[config.mk]
export PLATFORM = sky130hd
export DESIGN_NAME = ps2_host_tx
export DESIGN_NICKNAME = d
export VERILOG_FILES = /design/src/rtl/ps2_host_tx.sv
export SDC_FILE = /design/constraint.sdc
export NUM_CORES = 1
export LEC_CHECK = 0
export ABC_AREA = 1
export BUFFER_PORTS_ARGS = -buffer_cell sky130_fd_sc_hd__buf_4
export CORE_MARGIN = 1
export CORE_UTILIZATION = 33
export DETAILED_ROUTE_END_ITERATION = 12
export PLACE_DENSITY = 0.56
export SKIP_LAST_GASP = 1
export SLEW_MARGIN = 0
export SYNTH_ARGS = -nofsm -noshare
export SYNTH_HDL_FRONTEND = slang
export SYNTH_SLANG_ARGS = --single-unit
[constraint.sdc]
create_clock -name clk -period 2.3 [get_ports clk]
set_clock_uncertainty 0.1 [all_clocks]
set_input_delay 0.115 -clock clk [delete_from_list [all_inputs] [get_ports clk]]
set_output_delay 0.115 -clock clk [all_outputs]
set_load 0.05 [all_outputs]
[src/rtl/ps2_host_tx.sv]
// ps2_host_tx
// ----------------------------------------------------------------------------
// PS/2 host-to-device transmitter. Sends one command byte to a keyboard or
// mouse over the shared open-drain PS/2 clock/data lines. The block never
// drives a line high: it only asserts pull-down enables.
//
// Sequence: clock is held low for INHIBIT_US microseconds. Data is then pulled
// low (start bit) for one microsecond while clock is still held. Clock is then
// released and the device clocks out d0..d7, odd parity and stop, followed by
// its ack bit. A watchdog aborts the transfer if device clock edges stop
// arriving.
//
// Ports:
//   clk          system clock (single domain)
//   rst          asynchronous, active-high reset
//   tx_data      command byte, latched on accept
//   tx_valid     transfer request, accepted while tx_ready is high
//   tx_ready     high only while idle
//   ps2_clk_i    raw PS/2 clock pin level
//   ps2_data_i   raw PS/2 data pin level
//   ps2_clk_oe   1 = pull PS/2 clock low
//   ps2_data_oe  1 = pull PS/2 data low
//   busy         high whenever a transfer is in progress
//   tx_done      one-cycle pulse at the end of every transfer
//   tx_status    00 ack, 01 nack, 10 timeout; held until the next tx_done
//
// Optional feature macro: PS2_TX_RESEND_EN
//   Defined:   a nack or timeout restarts the frame from the inhibit phase
//              with the same latched byte, up to MAX_RETRIES times, and
//              tx_done is only pulsed for the final outcome.
//   Undefined: every outcome ends with tx_done; MAX_RETRIES has no effect.
// ----------------------------------------------------------------------------
module ps2_host_tx #(
  parameter int CLK_FREQ_HZ = 65_000_000,
  parameter int INHIBIT_US  = 120,
  parameter int TIMEOUT_MS  = 15,
  parameter int FILTER_LEN  = 4,
  parameter int MAX_RETRIES = 2
) (
  input  logic       clk,
  input  logic       rst,
  input  logic [7:0] tx_data,
  input  logic       tx_valid,
  output logic       tx_ready,
  input  logic       ps2_clk_i,
  input  logic       ps2_data_i,
  output logic       ps2_clk_oe,
  output logic       ps2_data_oe,
  output logic       busy,
  output logic       tx_done,
  output logic [1:0] tx_status
);

  // Timing counts, computed in 64 bits because INHIBIT_US * CLK_FREQ_HZ
  // overflows 32 bits at typical clock rates.
  localparam logic [63:0] INH_L   = 64'(INHIBIT_US) * 64'(CLK_FREQ_HZ) / 64'd1_000_000;
  localparam logic [63:0] SETUP_L = 64'(CLK_FREQ_HZ) / 64'd1_000_000;
  localparam logic [63:0] TMO_L   = 64'(TIMEOUT_MS) * 64'(CLK_FREQ_HZ) / 64'd1_000;
  localparam logic [31:0] INH     = INH_L[31:0];
  localparam logic [31:0] SETUP   = SETUP_L[31:0];
  localparam logic [31:0] TMO     = TMO_L[31:0];

  typedef enum logic [2:0] {
    IDLE,
    INHIBIT,
    REQ,
    SEND,
    ACK,
    RELEASE
  } state_t;

  state_t                  state;
  logic [1:0]              clk_sync;
  logic [1:0]              data_sync;
  logic [FILTER_LEN-1:0]   clk_hist;
  logic                    clk_filt;
  logic                    fe;
  logic [31:0]             cnt;
  logic [7:0]              byte_q;
  logic                    par_q;
  logic [9:0]              shreg;
  logic [3:0]              bit_cnt;
  logic [1:0]              res;
  logic                    wd_active;
  logic                    wd_expire;
  logic                    rel_done;
  logic                    end_xfer;
  logic [1:0]              end_res;
  logic                    retry;

`ifdef PS2_TX_RESEND_EN
  logic [31:0]             retries;
`else
  logic [31:0]             unused_retry_cfg;
  assign unused_retry_cfg = MAX_RETRIES;
`endif

  // Pin conditioning. Both pins go through a two-stage synchronizer; the
  // clock additionally needs FILTER_LEN agreeing samples before its filtered
  // level changes, which rejects glitches from slow, noisy edges. fe is a
  // single-cycle strobe on every accepted high-to-low change.
  always_ff @(posedge clk or posedge rst) begin
    if (rst) begin
      clk_sync  <= 2'b11;
      data_sync <= 2'b11;
      clk_hist  <= '1;
      clk_filt  <= 1'b1;
      fe        <= 1'b0;
    end else begin
      clk_sync  <= {clk_sync[0], ps2_clk_i};
      data_sync <= {data_sync[0], ps2_data_i};
      clk_hist  <= {clk_hist[FILTER_LEN-2:0], clk_sync[1]};
      fe        <= 1'b0;
      if (&clk_hist) begin
        clk_filt <= 1'b1;
      end else if (~|clk_hist) begin
        clk_filt <= 1'b0;
        fe       <= clk_filt;
      end
    end
  end

  // End-of-transfer decode. The watchdog only runs while waiting on the
  // device; a device edge in the same cycle as expiry wins, since it proves
  // the device is still alive.
  always_comb begin
    wd_active = (state == SEND) || (state == ACK) || (state == RELEASE);
    wd_expire = wd_active && !fe && (cnt == TMO - 32'd1);
    rel_done  = (state == RELEASE) && clk_filt && data_sync[1];
    end_xfer  = wd_expire || rel_done;
    end_res   = wd_expire ? 2'b10 : res;
`ifdef PS2_TX_RESEND_EN
    retry     = end_xfer && (end_res != 2'b00) && (retries < 32'(MAX_RETRIES));
`else
    retry     = 1'b0;
`endif
  end

  // Transfer FSM with registered bus enables and handshake outputs. cnt is
  // shared: it times the inhibit and request phases and then serves as the
  // watchdog from the moment the clock is released. Every exit path clears
  // both enables in the same cycle tx_done is raised, so tx_done never
  // coincides with a line being held low.
  always_ff @(posedge clk or posedge rst) begin
    if (rst) begin
      state       <= IDLE;
      ps2_clk_oe  <= 1'b0;
      ps2_data_oe <= 1'b0;
      tx_done     <= 1'b0;
      tx_status   <= 2'b00;
      tx_ready    <= 1'b1;
      busy        <= 1'b0;
      cnt         <= '0;
      byte_q      <= '0;
      par_q       <= 1'b0;
      shreg       <= '0;
      bit_cnt     <= '0;
      res         <= 2'b00;
`ifdef PS2_TX_RESEND_EN
      retries     <= '0;
`endif
    end else begin
      tx_done <= 1'b0;
      if (end_xfer) begin
        cnt         <= '0;
        ps2_data_oe <= 1'b0;
        if (retry) begin
          state      <= INHIBIT;
          ps2_clk_oe <= 1'b1;
`ifdef PS2_TX_RESEND_EN
          retries    <= retries + 32'd1;
`endif
        end else begin
          state      <= IDLE;
          ps2_clk_oe <= 1'b0;
          tx_done    <= 1'b1;
          tx_status  <= end_res;
          tx_ready   <= 1'b1;
          busy       <= 1'b0;
        end
      end else begin
        case (state)
          IDLE: begin
            if (tx_valid) begin
              byte_q     <= tx_data;
              par_q      <= ~^tx_data;
              state      <= INHIBIT;
              ps2_clk_oe <= 1'b1;
              cnt        <= '0;
              tx_ready   <= 1'b0;
              busy       <= 1'b1;
`ifdef PS2_TX_RESEND_EN
              retries    <= '0;
`endif
            end
          end
          INHIBIT: begin
            if (cnt == INH - 32'd1) begin
              cnt         <= '0;
              ps2_data_oe <= 1'b1;
              state       <= REQ;
            end else begin
              cnt <= cnt + 32'd1;
            end
          end
          REQ: begin
            if (cnt == SETUP - 32'd1) begin
              cnt        <= '0;
              ps2_clk_oe <= 1'b0;
              shreg      <= {1'b1, par_q, byte_q};
              bit_cnt    <= '0;
              state      <= SEND;
            end else begin
              cnt <= cnt + 32'd1;
            end
          end
          SEND: begin
            // The start bit is already on the line; each device falling
            // edge shifts out the next frame bit, stop bit last.
            if (fe) begin
              cnt         <= '0;
              ps2_data_oe <= ~shreg[0];
              shreg       <= {1'b0, shreg[9:1]};
              bit_cnt     <= bit_cnt + 4'd1;
              if (bit_cnt == 4'd9) begin
                state <= ACK;
              end
            end else begin
              cnt <= cnt + 32'd1;
            end
          end
          ACK: begin
            if (fe) begin
              cnt   <= '0;
              res   <= data_sync[1] ? 2'b01 : 2'b00;
              state <= RELEASE;
            end else begin
              cnt <= cnt + 32'd1;
            end
          end
          RELEASE: begin
            if (fe) begin
              cnt <= '0;
            end else begin
              cnt <= cnt + 32'd1;
            end
          end
          default: begin
            state <= IDLE;
          end
        endcase
      end
    end
  end

endmodule
==> run summary <==
die width: 124 um
CTS Sinks: 76
ys flop type: dfrtp_1
Post-DP Area: 5340 sq um
Seq cells post-synth: 76
CP Launch Type: flip-flop
PwrDens: 1070 nW/um^2
outcome: completed
final net count: 787
worst-margin pin slew: 0.540 ns
post-route setup TNS: 0 ns
internal power: 3.49 mW
pin count of the biggest net entering global routing: 32
antenna-violating nets left: 0
FMAX: 0.472 GHz
Final period util: 0.922
clock root cell: clkbuf_16
DIE HEIGHT: 124 um
via count: 4656
mapped cell area: 4930 sq um
total core area: 14600 sq um
switching power: 2.74 mW
first-pass GRT wire length: 22600 um
max_slew headroom: 0.640
total congestion overflow: 0
slowest CP cell: dfrtp_1
TritonCTS clock tree: done
vias in the first global route: 4523
htree depth: 3
# rows: 44
most frequent CP cell: nand2_2
Seq pwr share: 0.341
GRT Overall Usage: 0.182
switching share of power: 0.439
main area contributors after synthesis: dfrtp_1 33%, nand2_1 20%, nand3_1 8.8%
dpl ws: 0.166 ns
final hold vios: 0
Clock Latency Late Sink: 0.35 ns
total wire length: 13300 um
DRC Markers: 0
Worst Hold Class: in -> reg
Final GP Congestion: 0.858
Top delay family on crit path: simple AND/OR/NAND/NOR gates
Final setup viols: 0
CP endpoint kind: flip-flop
Placed Instances: 930
Syn Inst Count: 730
max incr delay on CP: 0.45 ns
WS Path Type: reg -> reg
Layout fillers: 1512
asr flop ratio synth: 1.00
initial core utilization: 0.338
dpl hpwl: 9850 um
worst-path maximum fanout: 23
initial antenna violation count: 0
Seq/Total Area, Yosys: 0.388
number of synthesized flops with an enable pin: 0
Post-Syn Nets: 747
RSZ-0062 raised after global routing: false
Synth area leader: dfrtp_1
cell area after layout: 5790 sq um
clk slew on worst S/H paths: 0.06 ns
worst path cell trace: ha_1 -> nand2_2 -> nor2_2 -> and2_1 -> nand2_2 -> o21bai_4 -> inv_4 -> nand3_2 -> nand2_2 -> nand2_1
Synth cell types: 37
P_leak: 2.74 nW
minimum clock period: 2.12 ns
# Max-Cap Violations: 0
Worst EP arrival: 2.25 ns
final core utilization: 0.397
most frequent cell after synthesis: nand2_1
share of cells above drive strength 1: 0.129
Final WS setup: 0.180 ns
synth cell count leaders: 257 x nand2_1, 89 x nor2_1, 87 x nand3_1, 66 x dfrtp_1, 63 x inv_1
I/O Buffers: 19
Via density: 4.86
DR WL/cell: 13.9 um
syn avg cell area: 6.76 sq um
combinational power share: 0.413
fin cells: 959
clock power share: 0.246
drt first pass iters: 5
Max Root-Sink Buffers: 2
Final Max Slew Viols: 0
Peak supply drop: 606 uV
drt initial violations: 345
# IOs: 20
Synth top area share: 0.335
die footprint: 15400 sq um
CP bufs+invs: 1
area grow syn2layout: 17.4%
TritonCTS buffer count: 9
n_diodes: 0
Worst EP required: 2.43 ns
synth warn: 0
power by group through the flow:
stage	Sequential, mW	Combinational (mW)	Clock (mW)
floorplan	2.09	1.87	0
global placement	2.14	2.53	0
detailed placement	2.14	2.53	0
CTS	2.12	2.56	1.56
global route	2.18	2.97	1.60
finish	2.13	2.57	1.53
area by class of cell:
type,count,area (sq um),share of cell area
Multi-Input combinational cell,562,2650,0.458
Sequential cell,76,1910,0.330
Timing Repair Buffer,48,400,0.0691
Inverter,73,278,0.0479
Tap cell,184,230,0.0397
Clock buffer,10,229,0.0395
Clock inverter,6,88.8,0.0153
state kept, by name, indices dropped and copies added, names as in the netlist, 2 cells and up:
signal	count
shreg	10
byte_q	8
clk_hist	4
bit_cnt	4
tx_status	2
cnt	32
state	3
data_sync	2
clk_sync	2
cell families (layout without fill, tap and decap cells):
kind of cell / count (synthesis) / count (layout) / synth area share
AND/OR/NAND/NOR: 495 / 496 / 0.437
buffers and inverters: 93 / 137 / 0.0791
flip-flops: 76 / 76 / 0.388
AO/OA/AOI/OAI: 40 / 40 / 0.0464
XOR/XNOR: 21 / 21 / 0.0373
adder cells (fa/ha/maj): 4 / 4 / 0.0101
multiplexers: 1 / 1 / 0.00203
worst paths after layout:
check                             start      endpoint  slack (ns)  cells past startpoint
max                              cnt[0]      shreg[7]        0.18                     10
max in group asynchronous           rst    bit_cnt[1]        1.18                      4
min                            tx_valid     byte_q[1]        0.19                      6
min reg2reg                data_sync[0]  data_sync[1]        0.26                      0
min in group asynchronous           rst       cnt[22]        0.26                      3
max reg2reg                      cnt[0]      shreg[7]        0.18                     10
cells in the final DEF (no fill, tap or decap), drive strengths merged, types with 8 or more instances in the layout:
cell | synthesis | routed
a21oi | 20 | 20
nand4 | 25 | 25
dlygate4sd3 | 0 | 11
inv | 72 | 71
buf | 14 | 37
dfrtp | 66 | 66
xor2 | 14 | 14
dfstp | 10 | 10
nor2 | 95 | 95
o21ai | 14 | 14
clkbuf | 6 | 10
nor3 | 8 | 8
nand3 | 89 | 90
nand2 | 271 | 271
timing repair:
item,CTS,global route
hold endpoints to repair,30,0
setup buffers,0,1
endpoints found under the setup margin,0,29
hold buffers,11,0
resized for setup,0,2
layer usage:
layer	GRT usage	vias up	part of all wire
met4	0.0588	0	0.014
met3	0.0408	16	0.060
li1	-	2404	-
met5	0	-	0
met2	0.264	141	0.42
met1	0.266	2095	0.51
through the flow:
step / hold slack [ns] / power [mW]
5_1_grt: 0.221 / 6.75
6_report: 0.185 / 6.23
4_1_cts: 0.183 / 6.24
3_5_place_dp: 0.0893 / 4.67
2_1_floorplan: 0.0195 / 3.96
3_3_place_gp: 0.0833 / 4.67
worst reg2reg max path: cells and delay by family (launching register included):
kind                       cells  cell delay (ns)
and+or+nand+nor                7             0.86
DFF                            1             0.45
adders and majority gates      1             0.25
buffers and inverters          1             0.24
AOI/OAI and AO/OA              1             0.10
(Power assumes the default switching activity.)
